[src/rtl/snd_pkg.sv]
// snd_pkg: shared state encoding, tone codes and small helpers for the
// sound event arbiter.
package snd_pkg;

    localparam int NUM_SRC = 4;

    typedef enum logic [1:0] {
        IDLE = 2'd0,
        PLAY = 2'd1,
        GAP  = 2'd2
    } snd_state_t;

    localparam logic [2:0] TONE_OFF  = 3'd0;
    localparam logic [2:0] TONE_SHOT = 3'd1;
    localparam logic [2:0] TONE_INV  = 3'd2;
    localparam logic [2:0] TONE_PLR  = 3'd3;
    localparam logic [2:0] TONE_OVER = 3'd4;

    // Tone code a source plays while it owns the I2S player.
    function automatic logic [2:0] tone_of(input logic [1:0] src);
        logic [2:0] code;
        case (src)
            2'd0:    code = TONE_SHOT;
            2'd1:    code = TONE_INV;
            2'd2:    code = TONE_PLR;
            default: code = TONE_OVER;
        endcase
        return code;
    endfunction

    // Number of set bits in a 4-bit request vector.
    function automatic logic [2:0] pop4(input logic [3:0] v);
        return {2'b00, v[0]} + {2'b00, v[1]} + {2'b00, v[2]} + {2'b00, v[3]};
    endfunction

endpackage

[src/rtl/snd_pri_enc4.sv]
// snd_pri_enc4: fixed-priority encoder, bit 3 wins. Gives a valid flag,
// the winning index and the same winner as a one-hot vector.
module snd_pri_enc4 (
    input  logic [3:0] request,
    output logic       valid,
    output logic [1:0] index,
    output logic [3:0] onehot
);

    // Pick the highest set request bit.
    always_comb begin
        valid  = |request;
        index  = 2'd0;
        onehot = 4'b0000;
        if (request[3]) begin
            index  = 2'd3;
            onehot = 4'b1000;
        end else if (request[2]) begin
            index  = 2'd2;
            onehot = 4'b0100;
        end else if (request[1]) begin
            index  = 2'd1;
            onehot = 4'b0010;
        end else if (request[0]) begin
            index  = 2'd0;
            onehot = 4'b0001;
        end
    end

endmodule

[src/rtl/sound_event_arbiter.sv]
// sound_event_arbiter: shares the tone player between four game events.
// Requests are latched as pending, granted one at a time by fixed priority,
// played for a per-source duration and followed by a forced silent gap.
// Optional build macro SND_PREEMPT_EN lets a higher-priority pending request
// cut a playing sound short (the cut sound is counted in dropped).
module sound_event_arbiter
    import snd_pkg::*;
#(
    parameter int unsigned DUR0    = 5000000,
    parameter int unsigned DUR1    = 10000000,
    parameter int unsigned DUR2    = 20000000,
    parameter int unsigned DUR3    = 50000000,
    parameter int unsigned GAP_CYC = 1000000,
    parameter int          CNT_W   = 26
) (
    input  logic               clk,
    input  logic               reset,
    input  logic [NUM_SRC-1:0] req,
    input  logic               mute,
    output logic [2:0]         tone,
    output logic [NUM_SRC-1:0] grant,
    output logic               busy,
    output logic [7:0]         dropped
);

    // Counter reload value for a length in cycles; a length of 0 acts as 1.
    function automatic logic [CNT_W-1:0] load_of(input int unsigned cycles);
        return (cycles == 0) ? '0 : CNT_W'(cycles - 1);
    endfunction

    function automatic logic [CNT_W-1:0] dur_load(input logic [1:0] src);
        logic [CNT_W-1:0] v;
        case (src)
            2'd0:    v = load_of(DUR0);
            2'd1:    v = load_of(DUR1);
            2'd2:    v = load_of(DUR2);
            default: v = load_of(DUR3);
        endcase
        return v;
    endfunction

    localparam logic [CNT_W-1:0] GAP_LOAD = load_of(GAP_CYC);

    snd_state_t         state;
    logic [CNT_W-1:0]   counter;
    logic [NUM_SRC-1:0] pending;
    logic [NUM_SRC-1:0] pending_next;
    logic [NUM_SRC-1:0] clr_mask;
    logic [NUM_SRC-1:0] coalesce;
    logic               enc_valid;
    logic [1:0]         enc_idx;
    logic [NUM_SRC-1:0] enc_onehot;
    logic               start_idle;
    logic               preempt;
    logic               take;
    logic [2:0]         drop_inc;
    logic [8:0]         drop_sum;
    logic [7:0]         dropped_next;
`ifdef SND_PREEMPT_EN
    logic [1:0]         cur_src;
`endif

    // One encoder on the pending vector serves both the idle grant and the
    // preemption compare.
    snd_pri_enc4 u_enc (
        .request (pending),
        .valid   (enc_valid),
        .index   (enc_idx),
        .onehot  (enc_onehot)
    );

    // Decide whether a source is taken this edge and what pending/dropped become.
    always_comb begin
        start_idle = (state == IDLE) && enc_valid && !mute;
`ifdef SND_PREEMPT_EN
        preempt = (state == PLAY) && enc_valid && (enc_idx > cur_src) && !mute;
`else
        preempt = 1'b0;
`endif
        take     = start_idle || preempt;
        clr_mask = take ? enc_onehot : '0;
        coalesce = req & pending & ~clr_mask;
        if (mute) begin
            pending_next = '0;
            drop_inc     = pop4(req);
        end else begin
            pending_next = (pending & ~clr_mask) | req;
            drop_inc     = pop4(coalesce) + {2'b00, preempt};
        end
        drop_sum     = {1'b0, dropped} + {6'b000000, drop_inc};
        dropped_next = drop_sum[8] ? 8'hFF : drop_sum[7:0];
    end

    // Pending latch and saturating drop counter.
    always_ff @(posedge clk or posedge reset) begin
        if (reset) begin
            pending <= '0;
            dropped <= '0;
        end else begin
            pending <= pending_next;
            dropped <= dropped_next;
        end
    end

    // IDLE/PLAY/GAP sequencer with registered tone, grant and busy.
    always_ff @(posedge clk or posedge reset) begin
        if (reset) begin
            state   <= IDLE;
            counter <= '0;
            tone    <= TONE_OFF;
            grant   <= '0;
            busy    <= 1'b0;
`ifdef SND_PREEMPT_EN
            cur_src <= 2'd0;
`endif
        end else begin
            grant <= '0;
            if (mute) begin
                state   <= IDLE;
                counter <= '0;
                tone    <= TONE_OFF;
                busy    <= 1'b0;
            end else if (take) begin
                state   <= PLAY;
                counter <= dur_load(enc_idx);
                tone    <= tone_of(enc_idx);
                grant   <= enc_onehot;
                busy    <= 1'b1;
`ifdef SND_PREEMPT_EN
                cur_src <= enc_idx;
`endif
            end else begin
                case (state)
                    IDLE: begin
                        busy <= 1'b0;
                    end
                    PLAY: begin
                        if (counter == '0) begin
                            state   <= GAP;
                            tone    <= TONE_OFF;
                            counter <= GAP_LOAD;
                        end else begin
                            counter <= counter - 1'b1;
                        end
                    end
                    GAP: begin
                        if (counter == '0) begin
                            state <= IDLE;
                            busy  <= 1'b0;
                        end else begin
                            counter <= counter - 1'b1;
                        end
                    end
                    default: begin
                        state   <= IDLE;
                        counter <= '0;
                        tone    <= TONE_OFF;
                        busy    <= 1'b0;
                    end
                endcase
            end
        end
    end

endmodule

[config.mk]
export PLATFORM = sky130hd
export DESIGN_NAME = sound_event_arbiter
export DESIGN_NICKNAME = d
export VERILOG_FILES = /design/src/rtl/snd_pkg.sv /design/src/rtl/snd_pri_enc4.sv /design/src/rtl/sound_event_arbiter.sv
export SDC_FILE = /design/constraint.sdc
export NUM_CORES = 1
export LEC_CHECK = 0
export CORE_MARGIN = 2
export CORE_UTILIZATION = 34
export DETAILED_ROUTE_END_ITERATION = 8
export SLEW_MARGIN = 15
export SYNTH_ARGS = -nofsm -noshare
export SYNTH_HDL_FRONTEND = slang
export SYNTH_SLANG_ARGS = --single-unit
[constraint.sdc]
create_clock -name clk -period 6 [get_ports clk]
set_input_delay 0.6 -clock clk [delete_from_list [all_inputs] [get_ports clk]]
set_output_delay 0.6 -clock clk [all_outputs]
set_load 0.02 [all_outputs]
==> results.yml, run 1 <==
final_layout:
  nets: 405
  area_growth_pct: 11.9
  final_area_sq_um: 3600
  postLayoutCoreUtil_pct: 39.2
  num-fill-cells: 947
  drive_gt1_share_pct: 6.84
  antenna_cells: 0
routing:
  firstDrtPassIters: 5
  postRouteAntennaNets: 0
  wirelength_mm: 8.96
  num_vias: 2965
  post-route-drc-count: 0
  viasPerCell: 6.04
  dr.first_iter.drc_count: 339
  wl_per_cell_um: 18.3
pwr:
  ir_worst_vdd_mv: 0.183
  power_leakage_nw: 1.50
  p_per_area_nw_per_um2: 305
synthesis:
  syn_avg_cell_area_sq_um: 8.70
  synth_top_family_by_area: "simple AND/OR/NAND/NOR gates"
  syn_nets: 394
  yosys.area_share.simple_pct: 23.2
  yosys.cell_types.count: 61
  synth_seq_cells: 48
  yosys.area_share.adder_pct: 7.31
  synth-compound-area-share_pct: 22.0
  synth_area_sq_um: 3220
  ys_warn_count: 0
  synthXorXnorAreaFrac_pct: 3.27
  synthArstFlopShare_pct: 100
  synthCells: 370
  synth_mux_area_share_pct: 1.36
  seq_area_frac_synth_pct: 37.3
  synth_edf_count: 0
  synth-main-ff-cell: "dfrtp_1"
run_status:
  status: "completed"
hold_path:
  hold_depth: 1
  hold-path-endpoint: "tone[1]"
  hold_class: "flip-flop to flip-flop"
  hp-start: "tone[1]"
placement:
  place_hpwl_mm: 6.29
  port_buffers: 22
  gp_congestion: 0.925
  dpl_cell_area_sq_um: 3500
  place_worst_setup_slack_ns: 1.44
timing:
  hold_violations: 0
  worstMarginPinSlew_ns: 0.947
  max_freq_mhz: 218
  fin_setup_tns_ns: 0
  relSlewSlack_pct: 36.0
  setup_violations: 0
  setup_ws_ns: 1.41
  fin_crit_sh_pct: 76.4
  fin_crit_ns: 4.59
  skew_ns: 0.0117
  slew_violations: 0
  grt_setup_unrepaired: "false"
critical_path:
  end_kind: "flip-flop"
  critPathMostFrequentCell: "inv_1"
  r2r_slack_ns: 1.41
  r2r_cells: 18
  cpLargestDelayFamily: "adder cells"
  slowest_stage: "o41ai_2"
  cp-start-kind: "flip-flop"
  crit_type: "flip-flop to flip-flop"
  cp_num_buf_inv: 4
  arrival_ns: 4.77
  crit_fanout: 18
  cp.depth: 18
  critPathMaxStageDelay_ns: 0.82
  required_ns: 6.19
  path_cells: "o41ai_2 -> nor2_1 -> buf_4 -> nand2_1 -> o21ai_0 -> or2_2 -> fa_1 -> inv_1 -> ha_1 -> mux2_2 -> ha_1 -> inv_1 -> fa_1 -> inv_1 -> a21oi_1 -> nor2_1 -> nand3_1 -> nand2b_1"
  r2r_start: "pending[3]"
  r2r_end: "dropped[0]"
clock_network:
  root_buffer: "clkbuf_8"
  clock_latency_ns: 0.31
  post-cts-setup-buffer-count: 0
  cts_sinks: 48
  clkTransAtPathRegs_ns: 0.09
  cts_tree: "yes"
  clockBufferDepth: 2
  cts_hold_buf: 0
  cts_repair_resize_count: 0
  cts_made_buffers: 5
  ctsHtreeMaxLevel: 2
floorplan:
  start_util_pct: 35.0
  row_count: 35
  io_pins: 23
  die_area_sq_um: 10300
  core_area_sq_um: 9200
  die_h_um: 101
  fp.dieW_um: 101
grt:
  track_usage_pct: 18.2
  grt_max_degree: 49
  gr-usage-met3_pct: 3.38
  antenna_found_initial: 0
  grt_pass1_wl_mm: 14.7
  grt.overflow.total: 0
  grt_pass1_vias: 2772
  busiest_layer: "met1"
  use_met2_pct: 26.7
  grtUsageMet1_pct: 27.2
job:
  drv_cap: 0
==> kinds of logic (layout without fill, tap and decap cells) <==
kind of cell               after synthesis  in the layout
adders and majority gates               17             17
xor gates and xnor gates                12             12
muxes                                    4              4
buffers and inverters                   42             52
DFF                                     48             48
AOI/OAI and AO/OA                      106            106
and+or+nand+nor                        141            141
==> stage by stage <==
step	power, mW	hold slack, ns	std cells
after floorplan	0.731	0.482	370
after global placement	0.868	0.497	485
after detailed placement	0.871	0.487	485
after CTS	1.10	0.515	491
after global routing	1.17	0.543	491
final	1.10	0.509	491
==> layout make-up <==
cell class | instances | area (sq um) | area share, %
multi-input combinational | 280 | 1840 | 51.1
sequential | 48 | 1200 | 33.4
inverter | 21 | 80.1 | 2.22
clock buffer | 5 | 68.8 | 1.91
tap | 111 | 139 | 3.86
clock inverter | 1 | 30.0 | 0.834
timing repair buffer | 25 | 243 | 6.74
==> Yosys cell counts (4+ instances only) <==
cell type,n,share of area (%)
a211oi_1,6,1.4
a21oi_1,28,4.4
a22o_1,4,1.1
a31oi_1,7,1.4
buf_2,4,0.62
clkbuf_1,14,1.6
dfrtp_1,48,37
ha_1,14,5.4
inv_1,21,2.4
nand2_1,27,3.1
nand2b_1,5,0.97
nand3_1,8,1.2
nand4_1,5,0.97
nor2_1,42,4.9
nor3_1,11,1.7
nor4_1,6,1.2
o21ai_0,25,3.9
o31ai_1,6,1.4
or3_1,7,1.4
or4_1,4,0.93
xnor2_1,8,2.2
xor2_1,4,1.1
==> registers in the layout (all words and copies together), names as in the netlist <==
register and cells:
busy 1, counter 26, dropped 8, grant 4, pending 4, state 2, tone 3
==> cells in the final DEF (no fill, tap or decap), drive strengths merged, types with 4 or more instances in the layout <==
cell	synthesis	layout
o21ai	25	25
a21oi	29	29
nor3	12	12
clkdlybuf4s50	0	22
inv	21	20
nand2b	5	5
a22o	4	4
or3	7	7
clkbuf	14	5
nand4	5	5
nand3	8	8
dfrtp	48	48
or4	5	5
or2	4	4
nor2	43	43
and3	4	4
xor2	4	4
nor4	9	9
a31oi	7	7
a211oi	6	6
nand2	27	27
xnor2	8	8
o31ai	6	6
o41ai	5	5
ha	14	14
==> layer usage <==
metal / vias up / routed length (um)
met5: - / 0
met4: 0 / 175
met3: 24 / 560
met2: 123 / 4010
met1: 1446 / 4220
li1: 1372 / -
==> where the power goes <==
group | internal (mW) | leakage (nW) | switching [mW]
Sequential | 0.375 | 0.629 | 0.0549
Clock | 0.120 | 0.0501 | 0.108
Combinational | 0.175 | 0.824 | 0.266
Total | 0.669 | 1.50 | 0.429
==> how the worst max path moves through the flow <==
stage,to,startpoint,slack (ns)
6_report,dropped[0],pending[3],1.41
5_1_grt,dropped[2],state[0],1.02
4_1_cts,dropped[3],pending[3],1.41
3_5_place_dp,dropped[3],pending[3],1.44
3_3_place_gp,dropped[5],pending[3],1.59
2_1_floorplan,dropped[5],pending[3],1.83
Note: power is estimated with default switching activity, not from simulation.
==> run 2, diff against run 1 <==
==> constraint.sdc (replaced) <==
create_clock -name clk -period 3.8 [get_ports clk]
set_input_delay 0.38 -clock clk [delete_from_list [all_inputs] [get_ports clk]]
set_output_delay 0.38 -clock clk [all_outputs]
set_load 0.02 [all_outputs]
==> run 2 against run 1 <==
  * Global-route usage grew 0.60 points
  * First-iteration DRC count shrank 19%
  * Die area is the same
  * Design area grew 6.2%
  * Power grew 62%
  * Critical path depth shrank 2
  * Flip-flop and latch count is the same
  * Clock power grew 46%
  * Final cell count grew 4.5%
  * Clock-buffer cell count grew 1
  * Highest routed layer unchanged
==> results.yml, run 2 (synthesis gave the netlist of run 1 again) <==
routing:
  topRoutingLayerUsed: "met4"
  dr.first_iter.drc_count: 273
  viasPerCell: 5.84
  wl_met2_mm: 4.19
  firstDrtPassIters: 5
  postRouteAntennaNets: 0
  wl_per_cell_um: 18.3
  wirelength_mm: 9.37
  num_vias: 2994
  wl_met3_um: 648
  wl_met1_mm: 4.27
  post-route-drc-count: 0
grt:
  antenna_found_initial: 0
  grt_pass1_wl_mm: 15.3
  grt_pass1_vias: 2952
  grt_max_degree: 49
  track_usage_pct: 18.8
  grt.overflow.total: 0
clock_network:
  root_buffer: "clkbuf_8"
  cts_sinks: 48
  cts_tree: "yes"
  clockBufferDepth: 2
  clock_latency_ns: 0.31
  cts_made_buffers: 5
  clkTransAtPathRegs_ns: 0.10
  ctsHtreeMaxLevel: 2
final_layout:
  antenna_cells: 0
  nets: 425
  area_growth_pct: 18.8
  layout_common_cells: "dfrtp_1 (48), nor2_1 (40), a21oi_1 (26), nand2_1 (26), o21ai_0 (24)"
  largestRegisters: "counter x26, dropped x8"
  drive_gt1_share_pct: 14.4
  num-fill-cells: 923
  final_common_cell: "dfrtp_1"
  largest_register_ffs: 26
  postLayoutCoreUtil_pct: 41.6
  regMostFlops: "counter"
  final_area_sq_um: 3820
placement:
  port_buffers: 22
  gp_congestion: 0.941
  dpl_cell_area_sq_um: 3660
  place_hpwl_mm: 6.60
timing:
  hold_violations: 0
  fin_setup_tns_ns: 0
  slew_violations: 0
  holdWs_ns: 0.511
  fin_crit_sh_pct: 96.1
  relSlewSlack_pct: 32.1
  worstMarginPinSlew_ns: 1.02
  skew_ns: 0.0110
  max_freq_mhz: 274
  fin_crit_ns: 3.65
  setup_violations: 0
critical_path:
  cp_num_buf_inv: 1
  required_ns: 4.00
  path_cells: "o41ai_4 -> nor2_4 -> nand2_2 -> o21ai_2 -> or2_4 -> fa_1 -> inv_1 -> ha_1 -> ha_1 -> mux2_4 -> ha_4 -> a21o_1 -> a21oi_4 -> nor3b_2 -> nand3_1 -> o21a_1"
  cpLargestDelayFamily: "adder cells"
  end_kind: "flip-flop"
  cp-start-kind: "flip-flop"
  crit_fanout: 3
  critPathMaxStageDelay_ns: 0.53
  critPathMostFrequentCell: "ha_1"
  crit_type: "flip-flop to flip-flop"
  slowest_stage: "fa_1"
  arrival_ns: 3.85
pwr:
  ir_worst_vdd_mv: 0.364
  p_per_area_nw_per_um2: 466
  power_leakage_nw: 1.61
floorplan:
  die_area_sq_um: 10300
  fp.dieW_um: 101
  start_util_pct: 35.0
  core_area_sq_um: 9200
  die_h_um: 101
  io_pins: 23
  row_count: 35
run_status:
  status: "completed"
hold_path:
  hold_class: "flip-flop to flip-flop"
job:
  drv_cap: 0
[run 2: cell type report]
| class | count | area (sq um) | area share [%] |
|---|---|---|---|
| Multi-Input combinational cell | 280 | 1910 | 50.0 |
| Sequential cell | 48 | 1200 | 31.4 |
| Timing Repair Buffer | 45 | 393 | 10.3 |
| Tap cell | 111 | 139 | 3.63 |
| Clock buffer | 6 | 82.6 | 2.16 |
| Inverter | 21 | 78.8 | 2.06 |
| Clock inverter | 2 | 15.0 | 0.393 |
[run 2: layer usage]
layer | up-vias | global-route usage (%)
met1 | 1439 | 26.7
met4 | 0 | 8.00
met2 | 123 | 28.4
met5 | - | 0
li1 | 1409 | -
met3 | 23 | 2.97
[run 2: through the flow]
stage / cells / power, mW / setup WS [ns]
2_1_floorplan: 370 / 1.17 / 0.0325
3_3_place_gp: 502 / 1.42 / 0.0425
3_5_place_dp: 502 / 1.42 / -0.0929
4_1_cts: 510 / 1.76 / 0.00270
5_1_grt: 513 / 1.90 / -0.0302
6_report: 513 / 1.78 / 0.148
[run 2: worst register-to-register path, cell delays in order (launching register included)]
cell and delay, ns:
dfrtp_1 0.43, o41ai_4 0.44, nor2_4 0.06, nand2_2 0.10, o21ai_2 0.06, or2_4 0.23, fa_1 0.53, inv_1 0.05
ha_1 0.19, ha_1 0.27, mux2_4 0.30, ha_4 0.26, a21o_1 0.14, a21oi_4 0.08, nor3b_2 0.20, nand3_1 0.10
o21a_1 0.11
[run 2: final timing paths]
kind | start | to | slack [ns] | cells after the start
setup / recovery | pending[3] | dropped[7] | 0.15 | 16
hold / removal | tone[1] | tone[1] | 0.51 | 1
setup reg to reg | pending[3] | dropped[7] | 0.15 | 16
hold reg to reg | tone[1] | tone[1] | 0.51 | 1
max in group asynchronous | reset | counter[5] | 2.53 | 2
min in group asynchronous | reset | dropped[0] | 0.63 | 2
[run 2: where the power goes]
group          switching, mW  internal (mW)  leakage, nW  total (mW)
sequential            0.0907          0.592        0.629       0.682
combinational          0.445          0.322        0.933       0.767
clock                  0.185          0.148       0.0434       0.332
[run 2: what timing repair did]
item	CTS	global route
pin swaps	0	7
hold buffers	0	0
gates resized for setup	1	8
setup buffers	0	3
setup endpoints to repair	6	8
==> run 3, diff against run 2 <==
--- a/config.mk
+++ b/config.mk
@@ -6,8 +6,9 @@
 export NUM_CORES = 1
 export LEC_CHECK = 0
 export CORE_MARGIN = 2
-export CORE_UTILIZATION = 34
+export CORE_UTILIZATION = 55
 export DETAILED_ROUTE_END_ITERATION = 8
+export PLACE_DENSITY = 0.75
 export SLEW_MARGIN = 15
 export SYNTH_ARGS = -nofsm -noshare
 export SYNTH_HDL_FRONTEND = slang
==> constraint.sdc (replaced) <==
create_clock -name clk -period 3.66 [get_ports clk]
set_input_delay 0.366 -clock clk [delete_from_list [all_inputs] [get_ports clk]]
set_output_delay 0.366 -clock clk [all_outputs]
set_load 0.02 [all_outputs]
==> run 3 against run 2 <==
  * Critical path depth unchanged
  * Sequential share of layout area down 0.16 points
  * Clock-buffer cell count unchanged
  * Maximum frequency up 1.4%
  * Power up 8.4%
  * Worst setup slack worse by 0.089 ns
  * Hold slack worse by 0.0054 ns
  * Die area down 37%
  * Flip-flop and latch count unchanged
  * Core utilization up 27 points
  * Critical endpoint is now dropped[3]
  * Largest cell class unchanged
  * Largest power group unchanged
==> results.yml, run 3 (synthesis gave the netlist of run 1 again) <==
run_status:
  status: "completed"
pwr:
  switching_share_pct: 39.2
  total_power_mw: 1.93
  intPower_mw: 1.17
  power_leakage_nw: 1.62
  p_comb_share_pct: 43.4
  ir_worst_vdd_mv: 0.416
  p_per_area_nw_per_um2: 502
  p_seq_share_pct: 36.9
  switchingPower_mw: 0.756
  power_frac_clock_pct: 19.7
timing:
  skew_ns: 0.00720
  fin_crit_ns: 3.60
  max_freq_mhz: 278
  setup_ws_ns: 0.0594
  fin_crit_sh_pct: 98.4
  grt_setup_unrepaired: "true"
  relSlewSlack_pct: 31.6
  worstMarginPinSlew_ns: 1.02
  hold_violations: 0
  setup_violations: 0
  slew_violations: 0
clock_network:
  ctsHtreeMaxLevel: 2
  clockBufferDepth: 2
  cts_tree: "yes"
  root_buffer: "clkbuf_8"
  clkTransAtPathRegs_ns: 0.09
  clock_latency_ns: 0.30
  cts_made_buffers: 5
  cts_sinks: 48
floorplan:
  fp.dieW_um: 80.5
  die_area_sq_um: 6480
  io_pins: 23
  core_area_sq_um: 5570
  row_count: 27
  die_h_um: 80.5
  start_util_pct: 57.7
routing:
  postRouteAntennaNets: 0
  wl_per_cell_um: 19.3
  post-route-drc-count: 0
  firstDrtPassIters: 6
  viasPerCell: 6.47
  num_vias: 3074
  dr.first_iter.drc_count: 228
  wirelength_mm: 9.17
critical_path:
  end_kind: "flip-flop"
  crit_type: "flip-flop to flip-flop"
  r2r_cells: 16
  r2r_slack_ns: 0.06
  r2r_end: "dropped[3]"
  r2r_start: "pending[0]"
  arrival_ns: 3.80
  crit_fanout: 3
  required_ns: 3.86
  cp-start-kind: "flip-flop"
final_layout:
  final_area_sq_um: 3850
  antenna_cells: 0
  area_growth_pct: 19.5
  final_common_cell: "dfrtp_1"
  layout_common_cells: "dfrtp_1 (47), nor2_1 (39), a21oi_1 (26), nand2_1 (26), o21ai_0 (24)"
  largest_register_ffs: 26
  postLayoutCoreUtil_pct: 69.0
  final_cells: 475
  nets: 426
  regMostFlops: "counter"
  num-fill-cells: 442
  drive_gt1_share_pct: 16.6
  largestRegisters: "counter x26, dropped x8"
grt:
  grt.overflow.total: 0
  grt_max_degree: 49
  antenna_found_initial: 0
  grt_pass1_vias: 2938
  grt_pass1_wl_mm: 14.9
  track_usage_pct: 30.1
hold_path:
  hp-start: "tone[2]"
  hold_class: "flip-flop to flip-flop"
  hold_depth: 1
  hold-path-endpoint: "tone[2]"
placement:
  place_hpwl_mm: 6.42
  gp_congestion: 0.975
  place_worst_setup_slack_ns: -0.0978
  port_buffers: 22
  dpl_cell_area_sq_um: 3640
  dp_cells: 464
job:
  drv_cap: 0
==> run 3: cell types whose count changed in the layout (fill, tap and decap cells not counted), sizes merged <==
cell      before  now
clkinv         0    1
buf           23   24
clkinvlp       2    0
bufinv         0    1
==> run 3: power groups by stage <==
| stage | Clock (mW) | Combinational, mW | Sequential, mW |
|---|---|---|---|
| 4_1_cts | 0.386 | 0.791 | 0.706 |
| 3_5_place_dp | 0 | 0.777 | 0.715 |
| 6_report | 0.380 | 0.838 | 0.713 |
| 3_3_place_gp | 0 | 0.763 | 0.710 |
| 5_1_grt | 0.413 | 0.918 | 0.727 |
| 2_1_floorplan | 0 | 0.469 | 0.754 |
==> run 3: through the flow <==
step	TNS (ns)	hold WS, ns
2_1_floorplan	0	0.482
3_3_place_gp	0	0.496
3_5_place_dp	-0.401	0.488
4_1_cts	0	0.512
5_1_grt	-0.386	0.533
6_report	0	0.506
==> run 3: area by class of cell <==
cell class	instances	area (sq um)	share of cell area, %
Inverter	21	78.8	2.05
Multi-Input combinational cell	280	1960	51.0
Timing Repair Buffer	46	404	10.5
Tap cell	72	90.1	2.34
Sequential cell	48	1200	31.3
Clock buffer	6	72.6	1.89
Clock inverter	2	35.0	0.911
==> run 3: worst max-delay path by stage <==
stage / start / endpoint / cells after the start
after floorplan: pending[1] / dropped[5] / 17
after global placement: mute / dropped[5] / 16
after detailed placement: mute / dropped[5] / 16
after CTS: pending[3] / dropped[0] / 17
after global routing: pending[0] / dropped[3] / 16
final: pending[0] / dropped[3] / 16
==> run 3: layer usage <==
layer  global-route usage, %  part of all wire (%)
met1                    42.0                    44
met2                    47.0                    45
met3                    6.40                   8.3
met4                    8.98                   2.7
met5                       0                     0
==> run 3: critical path, cell delays in order, from the launching register on <==
cell,delay (ns)
dfrtp_2,0.45
o41ai_4,0.45
nor2_4,0.06
nand2_2,0.09
o21ai_2,0.07
or2_4,0.23
fa_1,0.50
inv_1,0.04
ha_2,0.18
ha_4,0.20
mux2_4,0.28
ha_4,0.21
a21o_1,0.20
a21oi_4,0.22
buf_6,0.12
xor2_1,0.13
nand2_1,0.06
==> run 3: timing repair <==
action,4_1_cts,5_1_grt
hold buffers,0,0
buffers inserted,0,3
gates resized for setup,1,15
setup endpoints to repair,7,8
pin swaps,1,14
cloned,0,0
